File: src/rtl/countdown_timer_ctrl.sv
// countdown_timer_ctrl
// Sequencing controller for the one-second tick generator. It loads a
// minutes:seconds preset, drives the generator's run-enable, frequency and
// reset lines, and counts generator ticks down to 00:00.
//
// Optional feature macro: AUTO_RELOAD_EN. When defined, reaching 00:00
// pulses o_done and reloads the preset latched at the last start from IDLE,
// so the block stays in RUN and never enters DONE.
//
// Ports:
//   clk, reset    system clock, synchronous active-high reset
//   i_start       start (IDLE) / resume (PAUSE) / acknowledge (DONE) pulse
//   i_pause       pause pulse, acts in RUN only
//   i_clear       abort to IDLE from any state
//   i_load_min    preset minutes (clamped to 99)
//   i_load_sec    preset seconds (clamped to 59)
//   i_tick        one-cycle tick from the generator
//   o_run_en      generator run enable
//   o_freq        generator period word, constant P_FREQ
//   o_gen_reset   one-cycle generator reset pulse
//   o_min, o_sec  current count
//   o_state       IDLE=0, RUN=1, PAUSE=2, DONE=3
//   o_done        one-cycle pulse on reaching 00:00
//   o_alarm       high while in DONE
module countdown_timer_ctrl #(
  parameter int unsigned P_COUNT_BIT = 30,
  parameter int unsigned P_FREQ      = 100_000_000
) (
  input  logic                   clk,
  input  logic                   reset,
  input  logic                   i_start,
  input  logic                   i_pause,
  input  logic                   i_clear,
  input  logic [6:0]             i_load_min,
  input  logic [5:0]             i_load_sec,
  input  logic                   i_tick,
  output logic                   o_run_en,
  output logic [P_COUNT_BIT-1:0] o_freq,
  output logic                   o_gen_reset,
  output logic [6:0]             o_min,
  output logic [5:0]             o_sec,
  output logic [1:0]             o_state,
  output logic                   o_done,
  output logic                   o_alarm
);

  typedef enum logic [1:0] {
    S_IDLE  = 2'd0,
    S_RUN   = 2'd1,
    S_PAUSE = 2'd2,
    S_DONE  = 2'd3
  } state_t;

  state_t     state_q, state_d;
  logic [6:0] min_d;
  logic [5:0] sec_d;
  logic       run_en_d, gen_reset_d, done_d, alarm_d;

  // Clamped preset
  logic [6:0] clamp_min;
  logic [5:0] clamp_sec;
  logic       preset_zero;

  assign clamp_min   = (i_load_min > 7'd99) ? 7'd99 : i_load_min;
  assign clamp_sec   = (i_load_sec > 6'd59) ? 6'd59 : i_load_sec;
  assign preset_zero = (clamp_min == 7'd0) && (clamp_sec == 6'd0);

`ifdef AUTO_RELOAD_EN
  // Preset captured at the last start from IDLE, used for reload
  logic [6:0] pre_min_q, pre_min_d;
  logic [5:0] pre_sec_q, pre_sec_d;
`endif

  // One-second decrement of the current count
  logic [6:0] dec_min;
  logic [5:0] dec_sec;
  logic       dec_zero;

  always_comb begin
    dec_min = o_min;
    dec_sec = o_sec;
    if (o_sec != 6'd0) begin
      dec_sec = o_sec - 6'd1;
    end else if (o_min != 7'd0) begin
      dec_min = o_min - 7'd1;
      dec_sec = 6'd59;
    end
    dec_zero = (dec_min == 7'd0) && (dec_sec == 6'd0);
  end

  // State register and registered outputs
  always_ff @(posedge clk) begin
    if (reset) begin
      state_q     <= S_IDLE;
      o_min       <= 7'd0;
      o_sec       <= 6'd0;
      o_run_en    <= 1'b0;
      o_gen_reset <= 1'b0;
      o_done      <= 1'b0;
      o_alarm     <= 1'b0;
      o_freq      <= P_COUNT_BIT'(P_FREQ);
`ifdef AUTO_RELOAD_EN
      pre_min_q   <= 7'd0;
      pre_sec_q   <= 6'd0;
`endif
    end else begin
      state_q     <= state_d;
      o_min       <= min_d;
      o_sec       <= sec_d;
      o_run_en    <= run_en_d;
      o_gen_reset <= gen_reset_d;
      o_done      <= done_d;
      o_alarm     <= alarm_d;
      o_freq      <= P_COUNT_BIT'(P_FREQ);
`ifdef AUTO_RELOAD_EN
      pre_min_q   <= pre_min_d;
      pre_sec_q   <= pre_sec_d;
`endif
    end
  end

  assign o_state = state_q;

  // Next state and next output values
  always_comb begin
    state_d     = state_q;
    min_d       = o_min;
    sec_d       = o_sec;
    gen_reset_d = 1'b0;
    done_d      = 1'b0;
`ifdef AUTO_RELOAD_EN
    pre_min_d   = pre_min_q;
    pre_sec_d   = pre_sec_q;
`endif

    if (i_clear) begin
      // Abort wins over everything; a coincident tick is dropped
      state_d     = S_IDLE;
      gen_reset_d = 1'b1;
      min_d       = clamp_min;
      sec_d       = clamp_sec;
    end else begin
      case (state_q)
        S_IDLE: begin
          min_d = clamp_min;
          sec_d = clamp_sec;
          if (i_start && !preset_zero) begin
            state_d     = S_RUN;
            gen_reset_d = 1'b1;
`ifdef AUTO_RELOAD_EN
            pre_min_d   = clamp_min;
            pre_sec_d   = clamp_sec;
`endif
          end
        end
        S_RUN: begin
          if (i_tick) begin
            min_d = dec_min;
            sec_d = dec_sec;
            if (dec_zero) begin
              done_d = 1'b1;
`ifdef AUTO_RELOAD_EN
              min_d  = pre_min_q;
              sec_d  = pre_sec_q;
`else
              state_d = S_DONE;
`endif
            end
          end
          // A coincident tick is still applied; completion outranks pause
          if (i_pause && (state_d == S_RUN)) begin
            state_d = S_PAUSE;
          end
        end
        S_PAUSE: begin
          if (i_start) begin
            state_d = S_RUN;
          end
        end
        S_DONE: begin
          min_d = 7'd0;
          sec_d = 6'd0;
          if (i_start) begin
            state_d = S_IDLE;
            min_d   = clamp_min;
            sec_d   = clamp_sec;
          end
        end
        default: state_d = S_IDLE;
      endcase
    end

    run_en_d = (state_d == S_RUN);
    alarm_d  = (state_d == S_DONE);
  end

endmodule
File: config.mk
export PLATFORM = sky130hd
export DESIGN_NAME = countdown_timer_ctrl
export DESIGN_NICKNAME = d
export VERILOG_FILES = /design/src/rtl/countdown_timer_ctrl.sv
export SDC_FILE = /design/constraint.sdc
export NUM_CORES = 1
export LEC_CHECK = 0
export CELL_PAD_IN_SITES_DETAIL_PLACEMENT = 0
export CELL_PAD_IN_SITES_GLOBAL_PLACEMENT = 1
export CORE_UTILIZATION = 32
export DETAILED_ROUTE_END_ITERATION = 12
export PLACE_DENSITY_LB_ADDON = 0.12
export SLEW_MARGIN = 30
export SYNTH_ARGS = -nofsm -noshare
export SYNTH_HDL_FRONTEND = slang
export SYNTH_SLANG_ARGS = --single-unit
File: constraint.sdc
create_clock -name clk -period 6.25 [get_ports clk]
set_clock_uncertainty 0.1 [all_clocks]
set_input_delay 0.625 -clock clk [delete_from_list [all_inputs] [get_ports clk]]
set_output_delay 0.625 -clock clk [all_outputs]
set_load 0.02 [all_outputs]
==> insert_results.sql <==
INSERT INTO impl_metrics (metric_group, metric, value, unit) VALUES
('logic_synthesis', 'synth-async-reset-ratio', '0', '%'),
('floorplanning', 'pin_count', '68', ''),
('sta', 'setup_tns', '0', 'ns'),
('status', 'run_status', 'finished clean', ''),
('floorplanning', 'placement_rows', '25', ''),
('floorplanning', 'chipWidth', '74.2', 'µm'),
('placed_design', 'final_wtd_congestion', '0.852', ''),
('route', 'drtPass1Iterations', '4', ''),
('logic_synthesis', 'synth_area_leaders', 'sky130_fd_sc_hd__dfxtp_1 (23%), sky130_fd_sc_hd__buf_4 (14%), sky130_fd_sc_hd__nor2_1 (7.0%)', ''),
('clock_network', 'cts_sinks', '19', ''),
('route', 'vias_per_cell', '4.98', ''),
('floorplanning', 'start_util', '34.2', '%'),
('worst_setup_path', 'critPathArrivalTime', '2.78', 'ns'),
('hold_path', 'min_path_type', 'flop to flop', ''),
('global_route', 'grt_start_max_net_pins', '26', ''),
('route', 'post-route-drc-count', '0', ''),
('global_route', 'grt_antenna_before_repair', '0', ''),
('power', 'pwr_density_cell', '185', 'mW/mm²'),
('sta', 'rsz0062_at_grt', 'no', ''),
('global_route', 'first_global_vias', '1418', ''),
('floorplanning', 'die_area', '0.00550', 'mm²'),
('finish', 'nets', '277', ''),
('global_route', 'groute.usage.overall', '16.9', '%'),
('route', 'detailroute.via_count', '1600', ''),
('sta', 'tightestPinTransition', '0.861', 'ns'),
('logic_synthesis', 'library_cell_with_the_highest_instance_count_after_synthesis', 'sky130_fd_sc_hd__nor2_1', ''),
('finish', 'area_growth_syn_to_layout', '19.4', '%'),
('finish', 'diodes', '0', ''),
('clock_network', 'clockRootBuffer', 'sky130_fd_sc_hd__clkbuf_8', ''),
('clock_network', 'cts_made_buffers', '3', ''),
('worst_setup_path', 'criticalPathCategory', 'flop to flop', ''),
('worst_setup_path', 'worst_path_required', '6.31', 'ns'),
('sta', 'finalCriticalPeriod', '2.72', 'ns'),
('finish', 'layout_cells_sized_above_1', '3.94', '%'),
('logic_synthesis', 'synth-warning-count', '0', ''),
('placed_design', 'numPortBuffers', '37', ''),
('clock_network', 'cts.reportedPaths.clkPinSlew', '0.08', 'ns'),
('logic_synthesis', 'synth_cell_type_count', '48', ''),
('sta', 'hold_violations', '0', ''),
('worst_setup_path', 'critical_path.endpoint_type', 'flop', ''),
('logic_synthesis', 'synth_cells', '228', ''),
('worst_setup_path', 'crit_buf_inv', '1', ''),
('sta', 'achievable-frequency', '368', 'MHz'),
('floorplanning', 'fp.coreArea', '0.00488', 'mm²'),
('sta', 'timing.final.setup_violations', '0', ''),
('power', 'design_power_total', '368', 'µW'),
('logic_synthesis', 'synth_common_cells', 'sky130_fd_sc_hd__nor2_1 (31), sky130_fd_sc_hd__buf_4 (30), sky130_fd_sc_hd__dfxtp_1 (19)', ''),
('logic_synthesis', 'ys_ff_latch', '19', ''),
('clock_network', 'cts_tree', 'done', ''),
('global_route', 'met3_usage', '2.44', '%'),
('sta', 'period_share', '43.5', '%'),
('clock_network', 'holdBufCountCts', '0', ''),
('clock_network', 'htreeDepth', '1', ''),
('route', 'drt_wl_total', '4450', 'µm'),
('floorplanning', 'die_h', '74.2', 'µm'),
('placed_design', 'detailed_place_hpwl', '3400', 'µm'),
('global_route', 'global_route_wire_length_before_repair', '7090', 'µm'),
('logic_synthesis', 'netlist_area_before_placement', '0.00167', 'mm²'),
('worst_setup_path', 'critical_path_peak_fanout', '6', ''),
('job', 'maxCapViolCount', '0', ''),
('route', 'drt_iter0_drc', '114', ''),
('sta', 'max_transition_viols_final', '0', ''),
('power', 'vdd.ir_drop.worst', '0.0000761', 'V'),
('global_route', 'global_route.usage.met1', '25.0', '%'),
('logic_synthesis', 'synth_enable_flop_cells', '0', ''),
('worst_setup_path', 'master_of_the_slowest_instance_on_the_critical_path', 'sky130_fd_sc_hd__a2111o_1', ''),
('route', 'avgRoutedWirePerCell', '13.9', 'µm'),
('clock_network', 'postCtsResizedCells', '0', ''),
('power', 'power.static_leakage', '0.795', 'nW'),
('global_route', 'grt_overflow', '0', ''),
('clock_network', 'post_cts_buffers', '0', '');
## registers in the layout, summed over array words and instances (netlist names)
name and flops:
o_min 7, o_run_en 1, o_done 1, o_sec 6, o_gen_reset 1, o_state 2, o_alarm 1
## routing by layer
metal  share of wire [%]  vias to the layer above
met2                  47                       66
met3                 6.6                        2
met1                  46                      719
li1                    -                      813
met4                0.45                        0
met5                   0                        -
## per-stage QoR
| stage | std cells | setup slack [ns] | hold WS [ns] | utilization, % | cell area, µm² |
|---|---|---|---|---|---|
| 2_1_floorplan | 256 | 3.74 | 0.522 | - | 1770 |
| 3_3_place_gp | 317 | 3.50 | 0.478 | 39.8 | 1940 |
| 3_5_place_dp | 317 | 3.55 | 0.472 | 39.8 | 1940 |
| 4_1_cts | 321 | 3.53 | 0.486 | 40.8 | 1990 |
| 5_1_grt | 321 | 3.36 | 0.522 | 40.8 | 1990 |
| 6_report | 321 | 3.53 | 0.484 | 40.8 | 1990 |
## worst paths after layout
| check | cells after the start | slack, ns | endpoint | startpoint |
|---|---|---|---|---|
| worst max-delay path | 8 | 3.53 | o_run_en | o_min[0] |
| worst min-delay path | 2 | 0.48 | o_min[4] | o_min[4] |
| worst max register to register | 8 | 3.53 | o_run_en | o_min[0] |
| worst min register to register | 2 | 0.48 | o_min[4] | o_min[4] |
## placed cells by master (no fill, tap or decap), drive strengths merged, types with 2 or more instances in the layout
| master | netlist | final |
|---|---|---|
| conb | 2 | 30 |
| a21oi | 11 | 11 |
| nor2b | 2 | 2 |
| a211oi | 8 | 8 |
| o211ai | 2 | 2 |
| nor3 | 8 | 8 |
| clkdlybuf4s50 | 0 | 37 |
| or4 | 2 | 2 |
| nand2 | 13 | 13 |
| o21ai | 13 | 13 |
| nor2 | 32 | 32 |
| mux2i | 4 | 4 |
| inv | 9 | 9 |
| dfxtp | 19 | 19 |
| a32oi | 2 | 2 |
| a311oi | 2 | 2 |
| or3 | 3 | 3 |
| a41o | 2 | 2 |
| nand3 | 6 | 6 |
| nor3b | 3 | 3 |
| ha | 3 | 3 |
| clkbuf | 6 | 4 |
| nor4 | 4 | 4 |
| nand4 | 4 | 4 |
| a22oi | 6 | 6 |
| o31ai | 2 | 2 |
| nand2b | 8 | 8 |
| or3b | 2 | 2 |
## logic make-up after synthesis
family / share of synthesized area, %
AO/OA/AOI/OAI: 22.5
XOR/XNOR: 0.526
adder cells (fa/ha/maj): 2.25
buffers and inverters: 18.9
flip-flops: 22.8
multiplexers: 3.08
other: 0.451
AND/OR/NAND/NOR: 29.4
## cell type report
| class | instances | area (µm²) |
|---|---|---|
| fillers | 547 | 2890 |
| clock buffers | 4 | 45.0 |
| inverters | 9 | 33.8 |
| repair buffers | 37 | 370 |
| multi-input cells | 185 | 1080 |
| well taps | 67 | 83.8 |
| flip-flops and latches | 19 | 380 |
## worst reg2reg max path, cell delays in order (launching register included)
cell and delay (ns):
sky130_fd_sc_hd__dfxtp_1 0.37, sky130_fd_sc_hd__inv_1 0.10, sky130_fd_sc_hd__ha_1 0.21, sky130_fd_sc_hd__or3b_1 0.43
sky130_fd_sc_hd__nor2_4 0.19, sky130_fd_sc_hd__a32oi_1 0.16, sky130_fd_sc_hd__or3_1 0.40, sky130_fd_sc_hd__a2111o_1 0.44
sky130_fd_sc_hd__and4bb_1 0.22
## power breakdown
group | internal [mW] | switching, mW | total (mW)
Combinational | 0.0552 | 0.0772 | 0.132
Sequential | 0.129 | 0.0167 | 0.145
Clock | 0.0454 | 0.0444 | 0.0898
Total | 0.229 | 0.138 | 0.368
(Power assumes the default switching activity.)
